## src/rtl/openhmc_rf_master_pkg.sv

```systemverilog
// Shared types and default widths for the openHMC register-file master.
// Package name is openhmc_rf_pkg; it is imported by the interface, the top and the bench.
package openhmc_rf_pkg;

  localparam int HMC_RF_WWIDTH_DEF = 64;
  localparam int HMC_RF_RWIDTH_DEF = 64;
  localparam int HMC_RF_AWIDTH_DEF = 4;

  // Sequencer states: accept, strobe the RF, wait for completion, hand back a response.
  typedef enum logic [1:0] {
    IDLE  = 2'd0,
    ISSUE = 2'd1,
    WAIT  = 2'd2,
    RESP  = 2'd3
  } rf_master_state_t;

  // One register-file request at the default widths.
  typedef struct packed {
    logic                         write;
    logic [HMC_RF_AWIDTH_DEF-1:0] addr;
    logic [HMC_RF_WWIDTH_DEF-1:0] wdata;
  } rf_req_t;

endpackage

```

## src/rtl/openhmc_rf_master_if.sv

```systemverilog
// Request/response channel between a register-access client and openhmc_rf_master.
// master = the client issuing requests; slave = the sequencer serving them.
interface openhmc_rf_master_if #(
  parameter int AWIDTH = openhmc_rf_pkg::HMC_RF_AWIDTH_DEF,
  parameter int WWIDTH = openhmc_rf_pkg::HMC_RF_WWIDTH_DEF,
  parameter int RWIDTH = openhmc_rf_pkg::HMC_RF_RWIDTH_DEF
) ();

  logic              req_valid;
  logic              req_ready;
  logic              req_write;
  logic [AWIDTH-1:0] req_addr;
  logic [WWIDTH-1:0] req_wdata;
  logic              rsp_valid;
  logic              rsp_ready;
  logic [RWIDTH-1:0] rsp_rdata;
  logic              rsp_invalid;
  logic              rsp_timeout;

  modport master (
    output req_valid, req_write, req_addr, req_wdata, rsp_ready,
    input  req_ready, rsp_valid, rsp_rdata, rsp_invalid, rsp_timeout
  );

  modport slave (
    input  req_valid, req_write, req_addr, req_wdata, rsp_ready,
    output req_ready, rsp_valid, rsp_rdata, rsp_invalid, rsp_timeout
  );

endinterface

```

## src/rtl/openhmc_rf_master.sv

```systemverilog
// Drives the openHMC controller register-file port one access at a time from a
// valid/ready request channel and returns data/status on a valid/ready response.
// Optional feature: define OPENHMC_RF_MASTER_TIMEOUT_EN to abandon accesses that
// stay in WAIT for TIMEOUT_CYCLES cycles; otherwise WAIT is unbounded.
module openhmc_rf_master
  import openhmc_rf_pkg::*;
#(
  parameter int          HMC_RF_WWIDTH  = HMC_RF_WWIDTH_DEF,
  parameter int          HMC_RF_RWIDTH  = HMC_RF_RWIDTH_DEF,
  parameter int          HMC_RF_AWIDTH  = HMC_RF_AWIDTH_DEF,
  parameter int unsigned TIMEOUT_CYCLES = 256
) (
  input  logic                     clk_hmc,
  input  logic                     res_n_hmc,
  openhmc_rf_master_if.slave       host,
  output logic [HMC_RF_AWIDTH-1:0] rf_address,
  output logic [HMC_RF_WWIDTH-1:0] rf_write_data,
  output logic                     rf_read_en,
  output logic                     rf_write_en,
  input  logic [HMC_RF_RWIDTH-1:0] rf_read_data,
  input  logic                     rf_invalid_address,
  input  logic                     rf_access_complete
);

  // Elaboration-time guard: the WAIT counter is 16 bits and needs at least two counts.
  if (TIMEOUT_CYCLES < 2 || TIMEOUT_CYCLES > 65535) begin : g_bad_timeout
    $error("openhmc_rf_master: TIMEOUT_CYCLES must be within 2..65535");
  end

  rf_master_state_t state_reg, state_next;

  logic                     accept;
  logic                     complete;
  logic                     expire;
  logic                     rsp_done;
  logic                     timeout_hit;

  logic                     write_reg;
  logic [HMC_RF_AWIDTH-1:0] rf_address_reg;
  logic [HMC_RF_WWIDTH-1:0] rf_write_data_reg;
  logic                     rf_read_en_reg;
  logic                     rf_write_en_reg;
  logic                     rsp_valid_reg;
  logic [HMC_RF_RWIDTH-1:0] rsp_rdata_reg;
  logic                     rsp_invalid_reg;

  // State register; reset drops straight back to IDLE, abandoning any access in flight.
  always_ff @(posedge clk_hmc or negedge res_n_hmc) begin
    if (!res_n_hmc) state_reg <= IDLE;
    else            state_reg <= state_next;
  end

  // Next-state decode plus the single-cycle events the datapath acts on.
  always_comb begin
    state_next = state_reg;
    accept     = 1'b0;
    complete   = 1'b0;
    expire     = 1'b0;
    rsp_done   = 1'b0;
    case (state_reg)
      IDLE: begin
        if (host.req_valid) begin
          accept     = 1'b1;
          state_next = ISSUE;
        end
      end
      ISSUE: state_next = WAIT;  // completes arriving here are deliberately ignored
      WAIT: begin
        if (rf_access_complete) begin
          complete   = 1'b1;     // a complete on the terminal count still wins
          state_next = RESP;
        end else if (timeout_hit) begin
          expire     = 1'b1;
          state_next = RESP;
        end
      end
      RESP: begin
        if (host.rsp_ready) begin
          rsp_done   = 1'b1;
          state_next = IDLE;
        end
      end
      default: state_next = IDLE;
    endcase
  end

  // Request latch, RF strobes and response payload; strobes are high only in ISSUE.
  always_ff @(posedge clk_hmc or negedge res_n_hmc) begin
    if (!res_n_hmc) begin
      write_reg         <= 1'b0;
      rf_address_reg    <= '0;
      rf_write_data_reg <= '0;
      rf_read_en_reg    <= 1'b0;
      rf_write_en_reg   <= 1'b0;
      rsp_valid_reg     <= 1'b0;
      rsp_rdata_reg     <= '0;
      rsp_invalid_reg   <= 1'b0;
    end else begin
      rf_read_en_reg  <= accept && !host.req_write;
      rf_write_en_reg <= accept &&  host.req_write;
      if (accept) begin
        write_reg         <= host.req_write;
        rf_address_reg    <= host.req_addr;
        rf_write_data_reg <= host.req_wdata;
      end
      if (complete) begin
        rsp_valid_reg   <= 1'b1;
        rsp_rdata_reg   <= write_reg ? '0 : rf_read_data;
        rsp_invalid_reg <= rf_invalid_address;
      end else if (expire) begin
        rsp_valid_reg   <= 1'b1;
        rsp_rdata_reg   <= '0;
        rsp_invalid_reg <= 1'b0;
      end else if (rsp_done) begin
        rsp_valid_reg   <= 1'b0;
        rsp_rdata_reg   <= '0;
        rsp_invalid_reg <= 1'b0;
      end
    end
  end

`ifdef OPENHMC_RF_MASTER_TIMEOUT_EN
  logic [15:0] timeout_cnt_reg;
  logic        rsp_timeout_reg;

  // WAIT-cycle counter: cleared in ISSUE so it starts at zero on WAIT entry.
  always_ff @(posedge clk_hmc or negedge res_n_hmc) begin
    if (!res_n_hmc)              timeout_cnt_reg <= '0;
    else if (state_reg == ISSUE) timeout_cnt_reg <= '0;
    else if (state_reg == WAIT)  timeout_cnt_reg <= timeout_cnt_reg + 16'd1;
  end

  // Timeout status flag, raised on expiry and cleared when the response is consumed.
  always_ff @(posedge clk_hmc or negedge res_n_hmc) begin
    if (!res_n_hmc)    rsp_timeout_reg <= 1'b0;
    else if (expire)   rsp_timeout_reg <= 1'b1;
    else if (rsp_done) rsp_timeout_reg <= 1'b0;
  end

  // Counter value TIMEOUT_CYCLES-1 marks the last of TIMEOUT_CYCLES WAIT cycles.
  assign timeout_hit      = (timeout_cnt_reg == 16'(TIMEOUT_CYCLES - 1));
  assign host.rsp_timeout = rsp_timeout_reg;
`else
  assign timeout_hit      = 1'b0;
  assign host.rsp_timeout = 1'b0;
`endif

  assign host.req_ready  = (state_reg == IDLE);
  assign host.rsp_valid  = rsp_valid_reg;
  assign host.rsp_rdata  = rsp_rdata_reg;
  assign host.rsp_invalid = rsp_invalid_reg;
  assign rf_address      = rf_address_reg;
  assign rf_write_data   = rf_write_data_reg;
  assign rf_read_en      = rf_read_en_reg;
  assign rf_write_en     = rf_write_en_reg;

endmodule
```

## src/flat_wrapper.sv

```systemverilog
// flat-port wrapper written by rule: the top's interface ports become plain ports
module openhmc_rf_master_flat import openhmc_rf_pkg::*;
#(
  parameter int          HMC_RF_WWIDTH  = HMC_RF_WWIDTH_DEF,
  parameter int          HMC_RF_RWIDTH  = HMC_RF_RWIDTH_DEF,
  parameter int          HMC_RF_AWIDTH  = HMC_RF_AWIDTH_DEF,
  parameter int unsigned TIMEOUT_CYCLES = 256
)
  (clk_hmc, res_n_hmc, rf_address, rf_write_data, rf_read_en, rf_write_en, rf_read_data, rf_invalid_address, rf_access_complete, host_req_valid, host_req_write, host_req_addr, host_req_wdata, host_rsp_ready, host_req_ready, host_rsp_valid, host_rsp_rdata, host_rsp_invalid, host_rsp_timeout);
  openhmc_rf_master_if host_i ();
  input  logic clk_hmc;
  input  logic res_n_hmc;
  output logic [HMC_RF_AWIDTH-1:0] rf_address;
  output logic [HMC_RF_WWIDTH-1:0] rf_write_data;
  output logic rf_read_en;
  output logic rf_write_en;
  input  logic [HMC_RF_RWIDTH-1:0] rf_read_data;
  input  logic rf_invalid_address;
  input  logic rf_access_complete;
  input wire logic [$bits(host_i.req_valid)-1:0] host_req_valid;
  input wire logic [$bits(host_i.req_write)-1:0] host_req_write;
  input wire logic [$bits(host_i.req_addr)-1:0] host_req_addr;
  input wire logic [$bits(host_i.req_wdata)-1:0] host_req_wdata;
  input wire logic [$bits(host_i.rsp_ready)-1:0] host_rsp_ready;
  output wire logic [$bits(host_i.req_ready)-1:0] host_req_ready;
  output wire logic [$bits(host_i.rsp_valid)-1:0] host_rsp_valid;
  output wire logic [$bits(host_i.rsp_rdata)-1:0] host_rsp_rdata;
  output wire logic [$bits(host_i.rsp_invalid)-1:0] host_rsp_invalid;
  output wire logic [$bits(host_i.rsp_timeout)-1:0] host_rsp_timeout;
  assign host_i.req_valid = host_req_valid;
  assign host_i.req_write = host_req_write;
  assign host_i.req_addr = host_req_addr;
  assign host_i.req_wdata = host_req_wdata;
  assign host_i.rsp_ready = host_rsp_ready;
  assign host_req_ready = host_i.req_ready;
  assign host_rsp_valid = host_i.rsp_valid;
  assign host_rsp_rdata = host_i.rsp_rdata;
  assign host_rsp_invalid = host_i.rsp_invalid;
  assign host_rsp_timeout = host_i.rsp_timeout;
  openhmc_rf_master #(.HMC_RF_WWIDTH(HMC_RF_WWIDTH), .HMC_RF_RWIDTH(HMC_RF_RWIDTH), .HMC_RF_AWIDTH(HMC_RF_AWIDTH), .TIMEOUT_CYCLES(TIMEOUT_CYCLES)) u_core (.clk_hmc(clk_hmc), .res_n_hmc(res_n_hmc), .host(host_i), .rf_address(rf_address), .rf_write_data(rf_write_data), .rf_read_en(rf_read_en), .rf_write_en(rf_write_en), .rf_read_data(rf_read_data), .rf_invalid_address(rf_invalid_address), .rf_access_complete(rf_access_complete));
endmodule
```

## config.mk

```make
export PLATFORM = sky130hd
export DESIGN_NAME = openhmc_rf_master_flat
export DESIGN_NICKNAME = d
export VERILOG_FILES = /design/src/rtl/openhmc_rf_master_pkg.sv /design/src/rtl/openhmc_rf_master_if.sv /design/src/rtl/openhmc_rf_master.sv /design/src/flat_wrapper.sv
export SDC_FILE = /design/constraint.sdc
export NUM_CORES = 1
export LEC_CHECK = 0
export ABC_AREA = 1
export BUFFER_PORTS_ARGS = -buffer_cell sky130_fd_sc_hd__buf_2
export CAP_MARGIN = 10
export CORE_MARGIN = 2
export CORE_UTILIZATION = 40
export CTS_CLUSTER_DIAMETER = 120
export DETAILED_ROUTE_END_ITERATION = 8
export GPL_TIMING_DRIVEN = 0
export MAX_ROUTING_LAYER = met4
export PLACE_DENSITY = 0.71
export SLEW_MARGIN = 20
export SYNTH_ARGS = -nofsm -noshare
export SYNTH_HDL_FRONTEND = slang
export SYNTH_SLANG_ARGS = --single-unit
export TNS_END_PERCENT = 30
```

## constraint.sdc

```tcl
create_clock -name clk_hmc -period 2.3 [get_ports clk_hmc]
set_input_delay 0.115 -clock clk_hmc [delete_from_list [all_inputs] [get_ports clk_hmc]]
set_output_delay 0.115 -clock clk_hmc [all_outputs]
set_load 0.03 [all_outputs]
```

== Yosys cells after proc, flatten, opt, wreduce, memory -nomap -nowiden ==
Index checks and enable logic that the tools add are counted.

* Equality and inequality tests: 6
* Muxes and demuxes: 16
* Reductions and logical operators: 6

{| class="wikitable"
|+ Operators by type and width
! operator !! count
|-
| 64-bit 2-to-1 mux || 3
|-
| 1-bit 2-to-1 mux || 9
|-
| 2-bit case mux with 4 select lines || 1
|-
| 2-bit 2-to-1 mux || 3
|-
| 2-bit inequality test, second input constant || 3
|-
| 2-bit == test, second input constant || 2
|-
| 3-bit AND reduction || 1
|-
| 2-bit by 1-bit == test with 1-bit output, second input constant || 1
|-
| 1-bit logical AND || 2
|-
| 2-bit zero test || 1
|-
| 2-bit nonzero test || 1
|-
| 1-bit zero test || 1
|}

* Word-level logic and storage cells: 37
* Flip-flop bits (word level): 139
* Input bits: 139
* Output and inout bits: 138

== Logic depth before layout (Yosys ltp) ==
* Word-level depth: 4
* Depth in mapped cells: 8

== Worst setup path after synthesis ==
OpenSTA, ideal clock, no wires.

* Path kind: reg2reg
* From: reg u_core.state_reg[0]
* To: reg u_core.rf_write_data_reg[53], in the netlist u_core.rf_write_data[53]
* Stages on the path, launching flop included: 8
* Clock period less this slack: 1569 ps
* Required time: 2235 ps
* Arrival: 1504 ps
* Setup slack: 731 ps
* Cells stage by stage: dfrtp_1 > inv_1 > ha_1 > buf_2 > buf_2 > buf_2 > nand3_1 > nand2_1

* Word-level cells in the longest chain between the ends: 2

{| class="wikitable"
|+ Ends and longest elaborated chain
! element !! RTL line !! RTL
|-
| start: declaration || openhmc_rf_master.sv:30 || <nowiki>rf_master_state_t state_reg, state_next;</nowiki>
|-
| start signal: assignment || openhmc_rf_master.sv:50 || <nowiki>else state_reg <= state_next;</nowiki>
|-
| 2-bit zero test || -- ||
|-
| via host_req_ready || flat_wrapper.sv:25 || <nowiki>output wire logic [$bits(host_i.req_ready)-1:0] host_req_ready;</nowiki>
|-
| 1-bit 2-to-1 mux || openhmc_rf_master.sv:60 || <nowiki>case (state_reg)</nowiki>
|-
| end signal: assignment || openhmc_rf_master.sv:104 || <nowiki>rf_write_data_reg <= host.req_wdata;</nowiki>
|-
| end: declaration || openhmc_rf_master.sv:40 || <nowiki>logic [HMC_RF_WWIDTH-1:0] rf_write_data_reg;</nowiki>
|}

The timed path passes the listed nets, and every way through them passes these cells.
A chain may end at the register's enable or synchronous reset.

== Worst setup path in the final report ==
* From: reg u_core.state_reg[0]
* To: reg u_core.rf_write_data_reg[46], in the netlist u_core.rf_write_data[46]

* Word-level cells in the longest chain between the ends: 2

{| class="wikitable"
|+ Ends and longest elaborated chain
! element !! RTL line
|-
| 2-bit zero test || openhmc_rf_master.sv:60
|-
| 1-bit 2-to-1 mux || openhmc_rf_master.sv:60
|}

Every way passes these cells.

==> impl_metrics.xml <==
<?xml version="1.0" encoding="UTF-8"?>
<metrics>
  <group name="drt">
    <metric name="drc" unit="">0</metric>
    <metric name="detail_route.vias_per_cell" unit="">4.89</metric>
    <metric name="detailedRoute.firstIterationViolations" unit="">367</metric>
    <metric name="wl_per_cell" unit="µm">15.6</metric>
    <metric name="dr.pass1.iters" unit="">5</metric>
    <metric name="detail_route.wirelength" unit="µm">19200</metric>
    <metric name="dr_total_vias" unit="">6038</metric>
    <metric name="drtAntennaViolNets" unit="">0</metric>
  </group>
  <group name="clock_network">
    <metric name="post-cts-setup-buffers" unit="">0</metric>
    <metric name="cts.clk_slew.worst_paths" unit="ns">0.06</metric>
    <metric name="clock_tree.htree_level_count" unit="">4</metric>
    <metric name="cts_root_buffer" unit="">sky130_fd_sc_hd__clkbuf_16</metric>
    <metric name="clk_latency" unit="ns">0.41</metric>
    <metric name="post_cts_hold_buffer_count" unit="">136</metric>
    <metric name="clock_path_buffers" unit="">2</metric>
    <metric name="tritoncts" unit="">yes</metric>
    <metric name="cts-resized-gates" unit="">0</metric>
    <metric name="cts_sinks" unit="">139</metric>
    <metric name="cts-buffers-inserted" unit="">17</metric>
  </group>
  <group name="floorplanning">
    <metric name="die_width" unit="µm">122</metric>
    <metric name="fp.dieArea" unit="µm²">14800</metric>
    <metric name="die_height" unit="µm">122</metric>
    <metric name="fp.coreArea" unit="µm²">13400</metric>
    <metric name="start_util" unit="%">41.3</metric>
    <metric name="design.portCount" unit="">277</metric>
    <metric name="std_cell_rows" unit="">42</metric>
  </group>
  <group name="placement">
    <metric name="io_buffer_count" unit="">274</metric>
    <metric name="placedInstanceArea" unit="µm²">7160</metric>
    <metric name="place_inst" unit="">1066</metric>
    <metric name="dpl.hpwl" unit="µm">11600</metric>
    <metric name="place_congestion" unit="">0.791</metric>
    <metric name="post-place-ws" unit="ns">0.666</metric>
  </group>
  <group name="setup_path">
    <metric name="start_kind" unit="">flop</metric>
    <metric name="cp_data_arrival_time" unit="ns">1.93</metric>
    <metric name="critical_path_cell_sequence" unit="">inv_1 -&gt; ha_1 -&gt; buf_2 -&gt; nand2_1 -&gt; buf_2 -&gt; nand2_1 -&gt; nand2_1</metric>
    <metric name="timing.setup.critical_path_class" unit="">reg2reg</metric>
    <metric name="crit_path_max_incr_delay" unit="ns">0.40</metric>
    <metric name="worst_setup_path_end_kind" unit="">flop</metric>
    <metric name="crit_top_cell" unit="">sky130_fd_sc_hd__nand2_1</metric>
    <metric name="worst_ep_required_time" unit="ns">2.58</metric>
    <metric name="timing.critical_path.slowest_stage_cell" unit="">sky130_fd_sc_hd__dfrtp_1</metric>
    <metric name="critical_path.max_fanout" unit="">10</metric>
  </group>
  <group name="synth">
    <metric name="synth_area_leader_cell" unit="">sky130_fd_sc_hd__dfrtp_1</metric>
    <metric name="synthesis.nets" unit="">757</metric>
    <metric name="netlist_area" unit="µm²">5540</metric>
    <metric name="gate_count_after_technology_mapping" unit="">615</metric>
    <metric name="synth-seq-area-share" unit="%">62.8</metric>
    <metric name="ys_warnings" unit="">0</metric>
    <metric name="netlist.area_leader.share" unit="%">62.8</metric>
    <metric name="synthTopCellsByArea" unit="">sky130_fd_sc_hd__dfrtp_1 (63%), sky130_fd_sc_hd__nand2_1 (19%), sky130_fd_sc_hd__nand3_1 (12%)</metric>
    <metric name="yosysUniqueCellTypes" unit="">15</metric>
    <metric name="syn_avg_cell_area" unit="µm²">9.00</metric>
    <metric name="synth.ff_latch_count" unit="">139</metric>
  </group>
  <group name="grt">
    <metric name="gr-total-overflow" unit="">0</metric>
    <metric name="grt_max_degree" unit="">80</metric>
    <metric name="grt_first_pass_wirelength" unit="µm">29900</metric>
    <metric name="first_global_vias" unit="">6124</metric>
    <metric name="grt_antenna_before_repair" unit="">1</metric>
    <metric name="groute.usage.overall" unit="%">26.8</metric>
  </group>
  <group name="power">
    <metric name="power_density" unit="nW/µm²">1330</metric>
    <metric name="leakage_power" unit="nW">5.21</metric>
    <metric name="design_power_total" unit="mW">12.2</metric>
    <metric name="vdd_drop_max" unit="mV">0.912</metric>
  </group>
  <group name="layout">
    <metric name="layout.filler_cells" unit="">977</metric>
    <metric name="layout_overhead_on_the_synthesized_area" unit="%">65.1</metric>
    <metric name="num-nets-final" unit="">1187</metric>
    <metric name="drive_gt1_share" unit="%">31.9</metric>
    <metric name="filler_free_cell_count_of_the_finished_design" unit="">1235</metric>
    <metric name="finish.instance_area" unit="µm²">9140</metric>
    <metric name="postLayoutCoreUtil" unit="%">68.2</metric>
  </group>
  <group name="sta">
    <metric name="final.period_utilization" unit="%">71.6</metric>
    <metric name="setup_total_negative_slack" unit="ns">0</metric>
    <metric name="min_setup_slack_post_route" unit="ns">0.654</metric>
    <metric name="clock-skew-final" unit="ns">0.00787</metric>
    <metric name="worst_hold_slack" unit="ns">0.0974</metric>
    <metric name="max_freq" unit="MHz">607</metric>
    <metric name="slew_viol_final" unit="">0</metric>
    <metric name="grt_setup_unrepaired" unit="">no</metric>
    <metric name="hold_viol" unit="">0</metric>
    <metric name="timing.final.crit_period" unit="ns">1.65</metric>
    <metric name="setup_violations" unit="">0</metric>
  </group>
  <group name="run_status">
    <metric name="status" unit="">complete, no violations</metric>
  </group>
  <group name="worst_hold_path">
    <metric name="hp-class" unit="">in2reg</metric>
  </group>
  <group name="run">
    <metric name="drv.max_cap_violation_count" unit="">0</metric>
  </group>
</metrics>
## synth_stat cells (all sizes together)
cell,count
o21ai,1
buf,34
nor2,3
dfrtp,139
inv,8
clkbuf,10
nand2,279
conb,1
ha,3
nand3,135
nand4,2
## where the power goes
part | switching (mW) | internal (mW)
sequential | 0.538 | 3.41
combinational | 3.82 | 1.59
clock | 1.02 | 1.79
total | 5.38 | 6.79
## worst max-delay path, delay by kind of cell, from the launching register on
| family | cells | cell delay, ns |
|---|---|---|
| AND/OR/NAND/NOR | 3 | 0.40 |
| buffers and inverters | 3 | 0.56 |
| flip-flops | 1 | 0.40 |
| adder cells (fa/ha/maj) | 1 | 0.16 |
## layer usage
| layer | GRT usage, % | vias to the layer above | routed length (µm) |
|---|---|---|---|
| met5 | - | - | 0 |
| met4 | 14.2 | 0 | 706 |
| met3 | 7.54 | 59 | 1670 |
| met2 | 44.8 | 345 | 9520 |
| met1 | 29.2 | 2815 | 7340 |
| li1 | - | 2819 | - |
## cells by family (layout without fill, tap and decap cells)
family / count (synthesis) / count (layout) / share of synthesized area, %
AO/OA/AOI/OAI: 1 / 1 / 0.0903
adder cells (fa/ha/maj): 3 / 3 / 0.678
buffers and inverters: 52 / 495 / 4.59
flip-flops: 139 / 139 / 62.8
other: 1 / 2 / 0.0677
AND/OR/NAND/NOR: 419 / 419 / 31.7
## final timing paths
path	to	start	cells after the start	slack (ns)
max	u_core.rf_write_data[46]	u_core.state_reg[0]	7	0.65
min	u_core.state_reg[0]	rf_access_complete	5	0.1
max reg2reg	u_core.rf_write_data[46]	u_core.state_reg[0]	7	0.65
min reg2reg	u_core.rf_write_data[5]	u_core.rf_write_data[5]	2	0.46
max in group asynchronous	u_core.rf_write_data[46]	res_n_hmc	3	1.31
min in group asynchronous	u_core.host.rsp_rdata[9]	res_n_hmc	2	0.23
## layout by cell type (no fill, tap or decap)
cell type / synthesis / routed
sky130_fd_sc_hd__inv_6: 0 / 1
sky130_fd_sc_hd__nand2_1: 278 / 278
sky130_fd_sc_hd__clkbuf_8: 0 / 3
sky130_fd_sc_hd__clkbuf_16: 0 / 17
sky130_fd_sc_hd__clkbuf_1: 10 / 12
sky130_fd_sc_hd__nor2_1: 2 / 2
sky130_fd_sc_hd__nand4_1: 2 / 2
sky130_fd_sc_hd__dlygate4sd3_1: 0 / 136
sky130_fd_sc_hd__buf_8: 0 / 1
sky130_fd_sc_hd__o21ai_0: 1 / 1
sky130_fd_sc_hd__inv_1: 8 / 8
sky130_fd_sc_hd__bufinv_16: 0 / 3
sky130_fd_sc_hd__nand3_1: 135 / 135
sky130_fd_sc_hd__diode_2: 0 / 1
sky130_fd_sc_hd__dfrtp_1: 139 / 139
sky130_fd_sc_hd__clkinvlp_4: 0 / 1
sky130_fd_sc_hd__buf_2: 23 / 296
sky130_fd_sc_hd__ha_1: 3 / 3
sky130_fd_sc_hd__buf_1: 3 / 3
sky130_fd_sc_hd__clkinv_4: 0 / 2
sky130_fd_sc_hd__nand2_2: 1 / 1
sky130_fd_sc_hd__buf_16: 0 / 1
sky130_fd_sc_hd__nor2_4: 1 / 1
sky130_fd_sc_hd__buf_4: 8 / 8
sky130_fd_sc_hd__clkinv_2: 0 / 3
sky130_fd_sc_hd__conb_1: 1 / 1
## layout make-up
| cell class | instances | area [µm²] | share of cell area (%) |
|---|---|---|---|
| clock buffer | 22 | 474 | 5.19 |
| buffer | 44 | 224 | 2.45 |
| timing repair buffer | 411 | 2770 | 30.3 |
| sequential | 139 | 3480 | 38.1 |
| clock inverter | 10 | 139 | 1.52 |
| inverter | 8 | 30.0 | 0.328 |
| multi-input combinational | 424 | 1800 | 19.7 |
| tap | 176 | 220 | 2.41 |
| antenna | 1 | 2.50 | 0.0274 |
Power figures use the tool's default switching activity.
